===== src/rtl/pc_gen_ras_if.sv =====
// Signal bundle between the D-stage control and the fetch-address unit.
// There is no handshake. Every input is sampled on every rising edge, and stall is the only flow control.
interface pc_gen_ras_if #(
    parameter int WIDTH = 32,
    parameter int CNT_W = 16
);
    logic             stall;
    logic [WIDTH-1:0] D_pc;
    logic [25:0]      imm26;
    logic [WIDTH-1:0] rsRD1;
    logic [2:0]       Br;
    logic             b_jump;
    logic             link;
    logic             ret;
    logic             exc_req;
    logic             eret;
    logic [WIDTH-1:0] epc;
    logic [WIDTH-1:0] F_pc;
    logic [WIDTH-1:0] npc;
    logic [WIDTH-1:0] ras_top;
    logic             ras_valid;
    logic [CNT_W-1:0] ras_hit_cnt;
    logic [CNT_W-1:0] ras_miss_cnt;

    modport master (
        output stall, D_pc, imm26, rsRD1, Br, b_jump, link, ret, exc_req, eret, epc,
        input  F_pc, npc, ras_top, ras_valid, ras_hit_cnt, ras_miss_cnt
    );

    modport slave (
        input  stall, D_pc, imm26, rsRD1, Br, b_jump, link, ret, exc_req, eret, epc,
        output F_pc, npc, ras_top, ras_valid, ras_hit_cnt, ras_miss_cnt
    );
endinterface


===== src/rtl/pc_gen_ras.sv =====
// Fetch PC register with next-PC selection, exception/ERET redirect and stall hold.
// It also holds a shadow return-address stack that scores jr $31 predictions without steering fetch.
module pc_gen_ras #(
    parameter int               WIDTH     = 32,
    parameter logic [WIDTH-1:0] RESET_PC  = 'h0000_3000,
    parameter logic [WIDTH-1:0] EXC_VEC   = 'h0000_4180,
    parameter int               RAS_DEPTH = 4,
    parameter int               CNT_W     = 16
) (
    input logic         clk,
    input logic         reset,
    pc_gen_ras_if.slave bus
);
    localparam int             PTR_W = $clog2(RAS_DEPTH);
    localparam logic [PTR_W:0] FULL  = (PTR_W + 1)'(RAS_DEPTH);

    logic [WIDTH-1:0] f_pc_q;
    logic [WIDTH-1:0] next_pc;
    logic [WIDTH-1:0] pc4;
    logic [WIDTH-1:0] br_off;
    logic [WIDTH-1:0] br_tgt;
    logic [WIDTH-1:0] j_tgt;

    assign pc4    = f_pc_q + WIDTH'(4);
    assign br_off = {{(WIDTH - 18){bus.imm26[15]}}, bus.imm26[15:0], 2'b00};
    assign br_tgt = bus.D_pc + WIDTH'(4) + br_off;

    generate
        if (WIDTH > 28) begin : g_jhi
            assign j_tgt = {bus.D_pc[WIDTH-1:28], bus.imm26, 2'b00};
        end else begin : g_jlo
            assign j_tgt = {bus.imm26, 2'b00};
        end
    endgenerate

    // A not-taken branch and the undefined Br codes both fall through to F_pc+4.
    always_comb begin
        next_pc = pc4;
        if (bus.exc_req)                         next_pc = EXC_VEC;
        else if (bus.eret)                       next_pc = bus.epc;
        else if (bus.Br == 3'd1 && bus.b_jump)   next_pc = br_tgt;
        else if (bus.Br == 3'd2)                 next_pc = j_tgt;
        else if (bus.Br == 3'd3)                 next_pc = bus.rsRD1;
    end

    always_ff @(posedge clk) begin
        if (reset)                                       f_pc_q <= RESET_PC;
        else if (bus.exc_req || bus.eret || !bus.stall)  f_pc_q <= next_pc;
    end

    logic [WIDTH-1:0] ras_q [RAS_DEPTH];
    logic [PTR_W-1:0] sp_q, sp_d;
    logic [PTR_W:0]   cnt_q, cnt_d;
    logic [CNT_W-1:0] hit_q, hit_d;
    logic [CNT_W-1:0] miss_q, miss_d;
    logic [PTR_W-1:0] top_idx;
    logic [WIDTH-1:0] top_val;
    logic             act;
    logic             ras_we;
    logic [PTR_W-1:0] ras_widx;

    assign top_idx = sp_q - PTR_W'(1);
    assign top_val = ras_q[top_idx];
    assign act     = !reset && !bus.stall && !bus.exc_req && !bus.eret;

    // The pop is resolved first, so a combined pop and push rewrites the slot that was just vacated.
    always_comb begin
        sp_d     = sp_q;
        cnt_d    = cnt_q;
        hit_d    = hit_q;
        miss_d   = miss_q;
        ras_we   = 1'b0;
        ras_widx = sp_q;
        if (act && bus.ret) begin
            if (cnt_q != '0) begin
                if (top_val == bus.rsRD1) hit_d  = (hit_q  == '1) ? hit_q  : hit_q  + CNT_W'(1);
                else                      miss_d = (miss_q == '1) ? miss_q : miss_q + CNT_W'(1);
                sp_d  = sp_q - PTR_W'(1);
                cnt_d = cnt_q - (PTR_W + 1)'(1);
            end else begin
                miss_d = (miss_q == '1) ? miss_q : miss_q + CNT_W'(1);
            end
        end
        if (act && bus.link) begin
            ras_we   = 1'b1;
            ras_widx = sp_d;
            sp_d     = sp_d + PTR_W'(1);
            cnt_d    = (cnt_d == FULL) ? FULL : cnt_d + (PTR_W + 1)'(1);
        end
    end

    always_ff @(posedge clk) begin
        if (reset) begin
            sp_q   <= '0;
            cnt_q  <= '0;
            hit_q  <= '0;
            miss_q <= '0;
        end else begin
            sp_q   <= sp_d;
            cnt_q  <= cnt_d;
            hit_q  <= hit_d;
            miss_q <= miss_d;
        end
    end

    always_ff @(posedge clk) begin
        if (ras_we) ras_q[ras_widx] <= bus.D_pc + WIDTH'(8);
    end

    assign bus.F_pc         = f_pc_q;
    assign bus.npc          = next_pc;
    assign bus.ras_top      = top_val;
    assign bus.ras_valid    = (cnt_q != '0);
    assign bus.ras_hit_cnt  = hit_q;
    assign bus.ras_miss_cnt = miss_q;
endmodule


===== src/flat_wrapper.sv =====
// flat-port wrapper written by rule: the top's interface ports become plain ports
module pc_gen_ras_flat 
#(
    parameter int               WIDTH     = 32,
    parameter logic [WIDTH-1:0] RESET_PC  = 'h0000_3000,
    parameter logic [WIDTH-1:0] EXC_VEC   = 'h0000_4180,
    parameter int               RAS_DEPTH = 4,
    parameter int               CNT_W     = 16
)
  (clk, reset, bus_stall, bus_D_pc, bus_imm26, bus_rsRD1, bus_Br, bus_b_jump, bus_link, bus_ret, bus_exc_req, bus_eret, bus_epc, bus_F_pc, bus_npc, bus_ras_top, bus_ras_valid, bus_ras_hit_cnt, bus_ras_miss_cnt);
  pc_gen_ras_if #(.WIDTH(WIDTH), .CNT_W(CNT_W)) bus_i ();
  input logic clk;
  input logic reset;
  input wire logic [$bits(bus_i.stall)-1:0] bus_stall;
  input wire logic [$bits(bus_i.D_pc)-1:0] bus_D_pc;
  input wire logic [$bits(bus_i.imm26)-1:0] bus_imm26;
  input wire logic [$bits(bus_i.rsRD1)-1:0] bus_rsRD1;
  input wire logic [$bits(bus_i.Br)-1:0] bus_Br;
  input wire logic [$bits(bus_i.b_jump)-1:0] bus_b_jump;
  input wire logic [$bits(bus_i.link)-1:0] bus_link;
  input wire logic [$bits(bus_i.ret)-1:0] bus_ret;
  input wire logic [$bits(bus_i.exc_req)-1:0] bus_exc_req;
  input wire logic [$bits(bus_i.eret)-1:0] bus_eret;
  input wire logic [$bits(bus_i.epc)-1:0] bus_epc;
  output wire logic [$bits(bus_i.F_pc)-1:0] bus_F_pc;
  output wire logic [$bits(bus_i.npc)-1:0] bus_npc;
  output wire logic [$bits(bus_i.ras_top)-1:0] bus_ras_top;
  output wire logic [$bits(bus_i.ras_valid)-1:0] bus_ras_valid;
  output wire logic [$bits(bus_i.ras_hit_cnt)-1:0] bus_ras_hit_cnt;
  output wire logic [$bits(bus_i.ras_miss_cnt)-1:0] bus_ras_miss_cnt;
  assign bus_i.stall = bus_stall;
  assign bus_i.D_pc = bus_D_pc;
  assign bus_i.imm26 = bus_imm26;
  assign bus_i.rsRD1 = bus_rsRD1;
  assign bus_i.Br = bus_Br;
  assign bus_i.b_jump = bus_b_jump;
  assign bus_i.link = bus_link;
  assign bus_i.ret = bus_ret;
  assign bus_i.exc_req = bus_exc_req;
  assign bus_i.eret = bus_eret;
  assign bus_i.epc = bus_epc;
  assign bus_F_pc = bus_i.F_pc;
  assign bus_npc = bus_i.npc;
  assign bus_ras_top = bus_i.ras_top;
  assign bus_ras_valid = bus_i.ras_valid;
  assign bus_ras_hit_cnt = bus_i.ras_hit_cnt;
  assign bus_ras_miss_cnt = bus_i.ras_miss_cnt;
  pc_gen_ras #(.WIDTH(WIDTH), .RESET_PC(RESET_PC), .EXC_VEC(EXC_VEC), .RAS_DEPTH(RAS_DEPTH), .CNT_W(CNT_W)) u_core (.clk(clk), .reset(reset), .bus(bus_i));
endmodule

===== config.mk =====
export PLATFORM = sky130hd
export DESIGN_NAME = pc_gen_ras_flat
export DESIGN_NICKNAME = d
export VERILOG_FILES = /design/src/rtl/pc_gen_ras_if.sv /design/src/rtl/pc_gen_ras.sv /design/src/flat_wrapper.sv
export SDC_FILE = /design/constraint.sdc
export NUM_CORES = 1
export LEC_CHECK = 0
export ABC_CLOCK_PERIOD_IN_PS = 4300
export BUFFER_PORTS_ARGS = -buffer_cell sky130_fd_sc_hd__buf_2
export CORE_MARGIN = 4
export CORE_UTILIZATION = 30
export CTS_CLUSTER_DIAMETER = 150
export DETAILED_ROUTE_END_ITERATION = 16
export PLACE_DENSITY_LB_ADDON = 0.3
export SYNTH_ARGS = -nofsm -noshare
export SYNTH_HDL_FRONTEND = slang
export SYNTH_SLANG_ARGS = --single-unit

===== constraint.sdc =====
create_clock -name clk -period 4.3 [get_ports clk]
set_clock_uncertainty 0.2 [all_clocks]
set_input_delay 0.215 -clock clk [delete_from_list [all_inputs] [get_ports clk]]
set_output_delay 0.215 -clock clk [all_outputs]
set_load 0.005 [all_outputs]

==> results of run 1 <==
how the worst min path moves through the flow:
stage / startpoint / end / slack [ps] / cells after the start
after floorplan: bus_D_pc[0] / u_core.ras_q[0][0] / 110 / 0
after global placement: bus_D_pc[2] / u_core.ras_q[0][2] / 270 / 1
after detailed placement: bus_D_pc[2] / u_core.ras_q[2][2] / 270 / 1
after CTS: bus_epc[11] / u_core.bus.F_pc[11] / 3 / 4
after global routing: bus_epc[11] / u_core.bus.F_pc[11] / 20 / 4
final: bus_epc[29] / u_core.bus.F_pc[29] / 20 / 4
per-layer routing:
layer  track usage (%)  up-vias  wire length, um
met3              6.61       40             4400
met2              31.1      459            20900
met4              5.19        2              964
met5                 0        -               13
met1              29.5     5399            22000
li1                  -     5281                -
flip-flops by register name, indices dropped and copies added, names as in the netlist:
register	count
u_core.bus.ras_miss_cnt	16
u_core.ras_q	128
u_core.cnt_q	3
u_core.sp_q	2
u_core.bus.F_pc	32
u_core.bus.ras_hit_cnt	16
where the power goes:
part / leakage, nW / internal, mW / switching [mW] / total [mW]
clock network: 0.300 / 0.848 / 0.828 / 1.68
logic: 4.04 / 0.361 / 0.568 / 0.929
registers: 1.71 / 2.04 / 0.0342 / 2.07
total: 6.06 / 3.25 / 1.43 / 4.68
cell type report:
cell class                      count  area, um2
Fill cell                        4114      25600
Multi-Input combinational cell    957       6910
Sequential cell                   197       5230
Timing Repair Buffer              325       1890
Tap cell                          532        666
Clock buffer                       17        425
Clock inverter                     15        194
Inverter                           33        124
Antenna cell                        2       5.00
critical path: stages:
cell	delay, ps
dlygate4sd3_1	540
buf_2	150
ha_1	280
ha_1	410
nand2_1	150
nor2_1	170
nand4_1	120
a31oi_1	310
nor2_1	110
xor2_1	150
a2111oi_1	770
buf_4	240
buf_2	110
kinds of logic (layout without fill, tap and decap cells):
group	count (synthesis)	after routing	synth area share [%]
AO/OA/AOI/OAI	260	260	13.8
XOR/XNOR	116	116	8.14
adder cells (fa/ha/maj)	66	66	6.68
buffers and inverters	100	390	3.06
flip-flops	197	197	41.9
multiplexers	71	71	8.98
other	0	2	0
AND/OR/NAND/NOR	444	444	17.5
stage by stage:
step                      util (%)  cells
final                         37.7   2078
after detailed placement      35.2   2006
after floorplan                  -   1254
after CTS                     37.6   2076
after global routing          37.6   2076
after global placement        35.2   2006
timing repair:
| item | 4_1_cts | 5_1_grt |
|---|---|---|
| hold buffers | 38 | 0 |
| endpoints found under the hold margin | 73 | 0 |
| gates resized for setup | 0 | 3 |
| endpoints found under the setup margin | 0 | 3 |
Yosys cell counts (7+ instances only):
cell type,n
mux4_2,32
or3_1,15
o31ai_1,7
and4_1,11
edfxtp_1,128
inv_1,32
a221oi_1,7
ha_1,65
a311oi_1,8
and2_1,13
nor3_1,22
mux2i_1,31
a21oi_1,82
nand4_1,40
nor2b_1,8
xor2_1,23
o41ai_1,7
clkbuf_1,56
a21o_1,18
a211oi_1,17
dfxtp_1,69
nand2b_1,10
nand2_1,122
mux2_2,8
xnor2_1,93
nand3_1,56
o21ai_0,44
and3_1,29
nor2_1,97
o211ai_1,14
placed cells by master, fill, tap and decap left out, drive strengths merged, types with 32 or more instances in the layout:
cell type | synthesis | routed
dlygate4sd3 | 0 | 38
nand2 | 122 | 122
inv | 32 | 41
nand3 | 56 | 56
buf | 11 | 287
ha | 65 | 65
edfxtp | 128 | 128
nand4 | 40 | 40
dfxtp | 69 | 69
nor2 | 97 | 97
a21oi | 82 | 82
xnor2 | 93 | 93
mux4 | 32 | 32
o21ai | 45 | 45
==> impl_metrics.json, run 1 <==
{
  "outcome": "finished, final reports clean",
  "cap_violations": 0,
  "ys_warn_count": 0,
  "cts_setup_buffers": 0,
  "synth_seq_area_share_pct": 41.9,
  "synthTopCellsByArea": "edfxtp_1 31%, dfxtp_1 11%, xnor2_1 6.5%",
  "htree_levels": 4,
  "routed_wl_um": 48300,
  "maxSlewViolCount": 0,
  "syn_nets": 1453,
  "rsz0062_at_grt": "no",
  "clk_pin_slew_ps": 80,
  "cts.sinks": 197,
  "hold_path.class": "input pin to flip-flop",
  "hold_viol_final": 0,
  "synth_async_sr_flop_share_pct": 0,
  "end_kind": "primary output",
  "synth_enable_flop_cells": 128,
  "r2r_cells": 10,
  "crit_required_ps": 3880,
  "num_rows": 74,
  "drc": 0,
  "ant_nets": 0,
  "fmax_ghz": 0.241,
  "hold_ws_ps": 21.2,
  "layout.nets": 1730,
  "io_pins": 262,
  "tightest_slew_ps": 894,
  "max-clock-path-buffers": 2,
  "design_area_um2": 15400,
  "critical_path_arrival_ps": 3730,
  "crit_path_start_kind": "input pin",
  "cp-startpoint": "bus_D_pc[21]",
  "grt_max_degree": 56,
  "hpwlAfterDp_um": 38400,
  "finalSetupTns_ps": 0,
  "leakage_nw": 6.06,
  "drive_gt1_share_pct": 24.2,
  "period_needed_ps": 4140,
  "timing.rr.start": "u_core.sp_q[0]",
  "core_area_um2": 41000,
  "worstSetupEndpoint": "bus_npc[24]",
  "vias": 11181,
  "syn_inst": 1254,
  "fin_crit_sh_pct": 96.3,
  "numPortBuffers": 261,
  "cts_buffers": 17,
  "irDropWorstVdd_mv": 0.228,
  "die-area_um2": 44900,
  "track_usage_pct": 20.8,
  "start_util_pct": 30.4,
  "worstPathMaxFanout": 6,
  "first_global_vias": 10781,
  "synth_cell_types": 67,
  "relSlewSlack_pct": 39.7,
  "ys.flop_type": "edfxtp_1",
  "fin_ws_ps": 158,
  "ys_ff_latch": 197,
  "r2r-end": "u_core.bus.ras_hit_cnt[11]",
  "avgViaCountPerCell": 5.38,
  "r2r_setup_slack_ps": 440,
  "chipHeight_um": 212,
  "detail_route.wl_per_cell_um": 23.2,
  "cts_tree": "done",
  "area_growth_pct": 23.7,
  "p_total_mw": 4.68,
  "synth_top_area_cell": "edfxtp_1",
  "crit_type": "input pin to primary output",
  "setup_viol": 0,
  "syn_area_um2": 12500,
  "gp_congestion": 0.877,
  "antenna_found_initial": 3,
  "cts_root_buf": "clkbuf_16",
  "synth_top_area_share_pct": 30.8,
  "syn_avg_cell_area_um2": 9.95,
  "grt_overflow": 0,
  "dpl_cell_area_um2": 14400,
  "firstDrtPassIters": 5,
  "die_x_um": 212,
  "clock_latency_ps": 460,
  "p_per_area_nw_per_um2": 303,
  "initialDrtViolationCount": 1143,
  "grt_pass1_wl_um": 69700,
  "dp_slack_ps": 362
}
No activity file was read; power rests on OpenSTA's default activity.
==> run 2: changes to the inputs <==
--- a/config.mk
+++ b/config.mk
@@ -11,7 +11,7 @@
 export CORE_UTILIZATION = 30
 export CTS_CLUSTER_DIAMETER = 150
 export DETAILED_ROUTE_END_ITERATION = 16
-export PLACE_DENSITY_LB_ADDON = 0.3
+export PLACE_DENSITY = 0.57
 export SYNTH_ARGS = -nofsm -noshare
 export SYNTH_HDL_FRONTEND = slang
 export SYNTH_SLANG_ARGS = --single-unit
==> run 2 against run 1 <==
Against the previous run:
- critical path type unchanged
- sequential share of layout area decreased by 0.29 points
- utilization increased by 0.33 points
- global-route usage increased by 0.25 points
- highest routed layer is now met4
- first-iteration DRC count decreased by 12%
==> impl_metrics.json, run 2 (synthesis gave the netlist of run 1 again) <==
{
  "min_to": "u_core.ras_q[3][21]",
  "die_x_um": 212,
  "gp_congestion": 0.876,
  "hold_depth": 2,
  "detail_route.wl_per_cell_um": 23.3,
  "period_needed_ps": 4120,
  "seqPwrFrac_pct": 43.6,
  "crit_required_ps": 3880,
  "rsz0062_at_grt": "no",
  "p_int_mw": 3.26,
  "irDropWorstVdd_mv": 0.247,
  "start_util_pct": 30.4,
  "dpl_cell_area_um2": 14500,
  "area_growth_pct": 24.8,
  "dp.cells": 2013,
  "p_per_area_nw_per_um2": 305,
  "track_usage_pct": 21.1,
  "clk_pin_slew_ps": 90,
  "combPwrFrac_pct": 20.1,
  "clock_latency_ps": 460,
  "r2r_setup_slack_ps": 510,
  "avgViaCountPerCell": 5.46,
  "setup_viol": 0,
  "vias": 11393,
  "most-common-layout-cells": "261 x buf_2, 128 x edfxtp_1, 122 x nand2_1, 96 x nor2_1, 93 x xnor2_1",
  "cts_setup_buffers": 0,
  "r2r_cells": 10,
  "crit_path_start_kind": "input pin",
  "cap_violations": 0,
  "pwr-share-clk_pct": 36.3,
  "drc": 0,
  "maxSlewViolCount": 0,
  "relSlewSlack_pct": 41.5,
  "timing.rr.start": "u_core.sp_q[1]",
  "seq_area_um2": 5230,
  "max_flop_register": "u_core.ras_q",
  "cts_tree": "done",
  "outcome": "finished, final reports clean",
  "hpwlAfterDp_um": 38600,
  "ant_nets": 0,
  "final_common_cell": "buf_2",
  "worst_path_most_repeated_cell": "inv_1",
  "hp-start": "bus_D_pc[21]",
  "largest_reg_flops": 128,
  "chipHeight_um": 212,
  "htree_levels": 4,
  "layout.nets": 1740,
  "fmax_ghz": 0.243,
  "hold_viol_final": 0,
  "cts_root_buf": "clkbuf_16",
  "switching_power_mw": 1.49,
  "antenna_found_initial": 1,
  "core_area_um2": 41000,
  "die-area_um2": 44900,
  "worstPathMaxFanout": 5,
  "end_kind": "primary output",
  "cp_cell_sequence": "dlygate4sd3_1 -> buf_2 -> inv_1 -> ha_1 -> inv_1 -> ha_1 -> inv_1 -> fa_1 -> nand2b_1 -> a21oi_1 -> o21ai_0 -> a21o_1 -> a21oi_2 -> nor3_1 -> nor3_1 -> nor2_1 -> buf_2",
  "cts.sinks": 197,
  "max-clock-path-buffers": 2,
  "fin_crit_sh_pct": 95.9,
  "grt_pass1_wl_um": 70900,
  "initialDrtViolationCount": 1009,
  "grt_max_degree": 56,
  "slowest_delay_ps": 530,
  "hold_path.class": "input pin to flip-flop",
  "dp_slack_ps": 354,
  "critical_path_arrival_ps": 3710,
  "design_area_um2": 15600,
  "io_pins": 262,
  "finalSetupTns_ps": 0,
  "layoutNonFillerInstCount": 2087,
  "drive_gt1_share_pct": 24.7,
  "crit_type": "input pin to primary output",
  "leakage_nw": 6.12,
  "final_util_pct": 38.0,
  "multiInputGateArea_um2": 6930,
  "grt_overflow": 0,
  "routed_wl_um": 48700,
  "r2r-end": "u_core.bus.ras_hit_cnt[9]",
  "fillerInstances": 4160,
  "firstDrtPassIters": 5,
  "tightest_slew_ps": 867,
  "slowest_stage": "dlygate4sd3_1",
  "cts_buffers": 17,
  "numPortBuffers": 261,
  "netSwitchingFraction_pct": 31.3,
  "first_global_vias": 10676,
  "fin_ws_ps": 178,
  "num_rows": 74
}
==> run 2: how the worst max path moves through the flow <==
stage | start | to | slack [ps] | cells past startpoint
final | bus_D_pc[2] | bus_npc[31] | 180 | 17
after floorplan | bus_exc_req | u_core.ras_q[3][0] | 620 | 6
after CTS | bus_D_pc[22] | bus_npc[24] | 80 | 12
after global routing | bus_D_pc[2] | bus_npc[31] | 9 | 17
after global placement | bus_imm26[15] | bus_npc[24] | 360 | 12
after detailed placement | bus_imm26[15] | bus_npc[24] | 350 | 12
==> run 2: through the flow <==
stage | power (mW) | hold slack (ps)
detailed placement | 3.02 | 265
finish | 4.75 | 15.8
global placement | 3.02 | 259
CTS | 4.78 | 5.42
floorplan | 2.61 | 114
global route | 4.96 | 25.2
==> run 2: critical path, delay by kind of cell <==
family	cells	cell delay (ps)
compound gates	4	970
buf+inv	6	1020
simple gates	4	800
fa+ha+maj	3	710
==> run 2: per-layer routing <==
metal	part of all wire [%]	track usage [%]	vias to the layer above
met5	0	0	-
met4	0.91	3.29	0
met3	7.7	4.57	25
met2	44	31.8	454
met1	47	31.7	5611
li1	-	-	5303
==> run 2: timing repair <==
action	in CTS	in global routing
endpoints found under the setup margin	0	6
hold endpoints to repair	81	0
gates resized for setup	0	7
hold buffers	41	0
==> run 2: layout make-up <==
cell class,instances,share of cell area [%]
Multi-Input combinational cell,957,44.5
Sequential cell,197,33.5
Timing Repair Buffer,335,12.8
Tap cell,532,4.27
Clock buffer,17,2.73
Clock inverter,15,1.38
Inverter,33,0.795
Antenna cell,1,0.0161
==> run 2: power by group through the flow <==
stage | logic [mW] | registers (mW) | clock network [mW]
detailed placement | 0.905 | 2.11 | 0
global placement | 0.906 | 2.11 | 0
floorplan | 0.509 | 2.10 | 0
finish | 0.954 | 2.07 | 1.73
CTS | 0.940 | 2.07 | 1.77
global route | 1.04 | 2.07 | 1.85
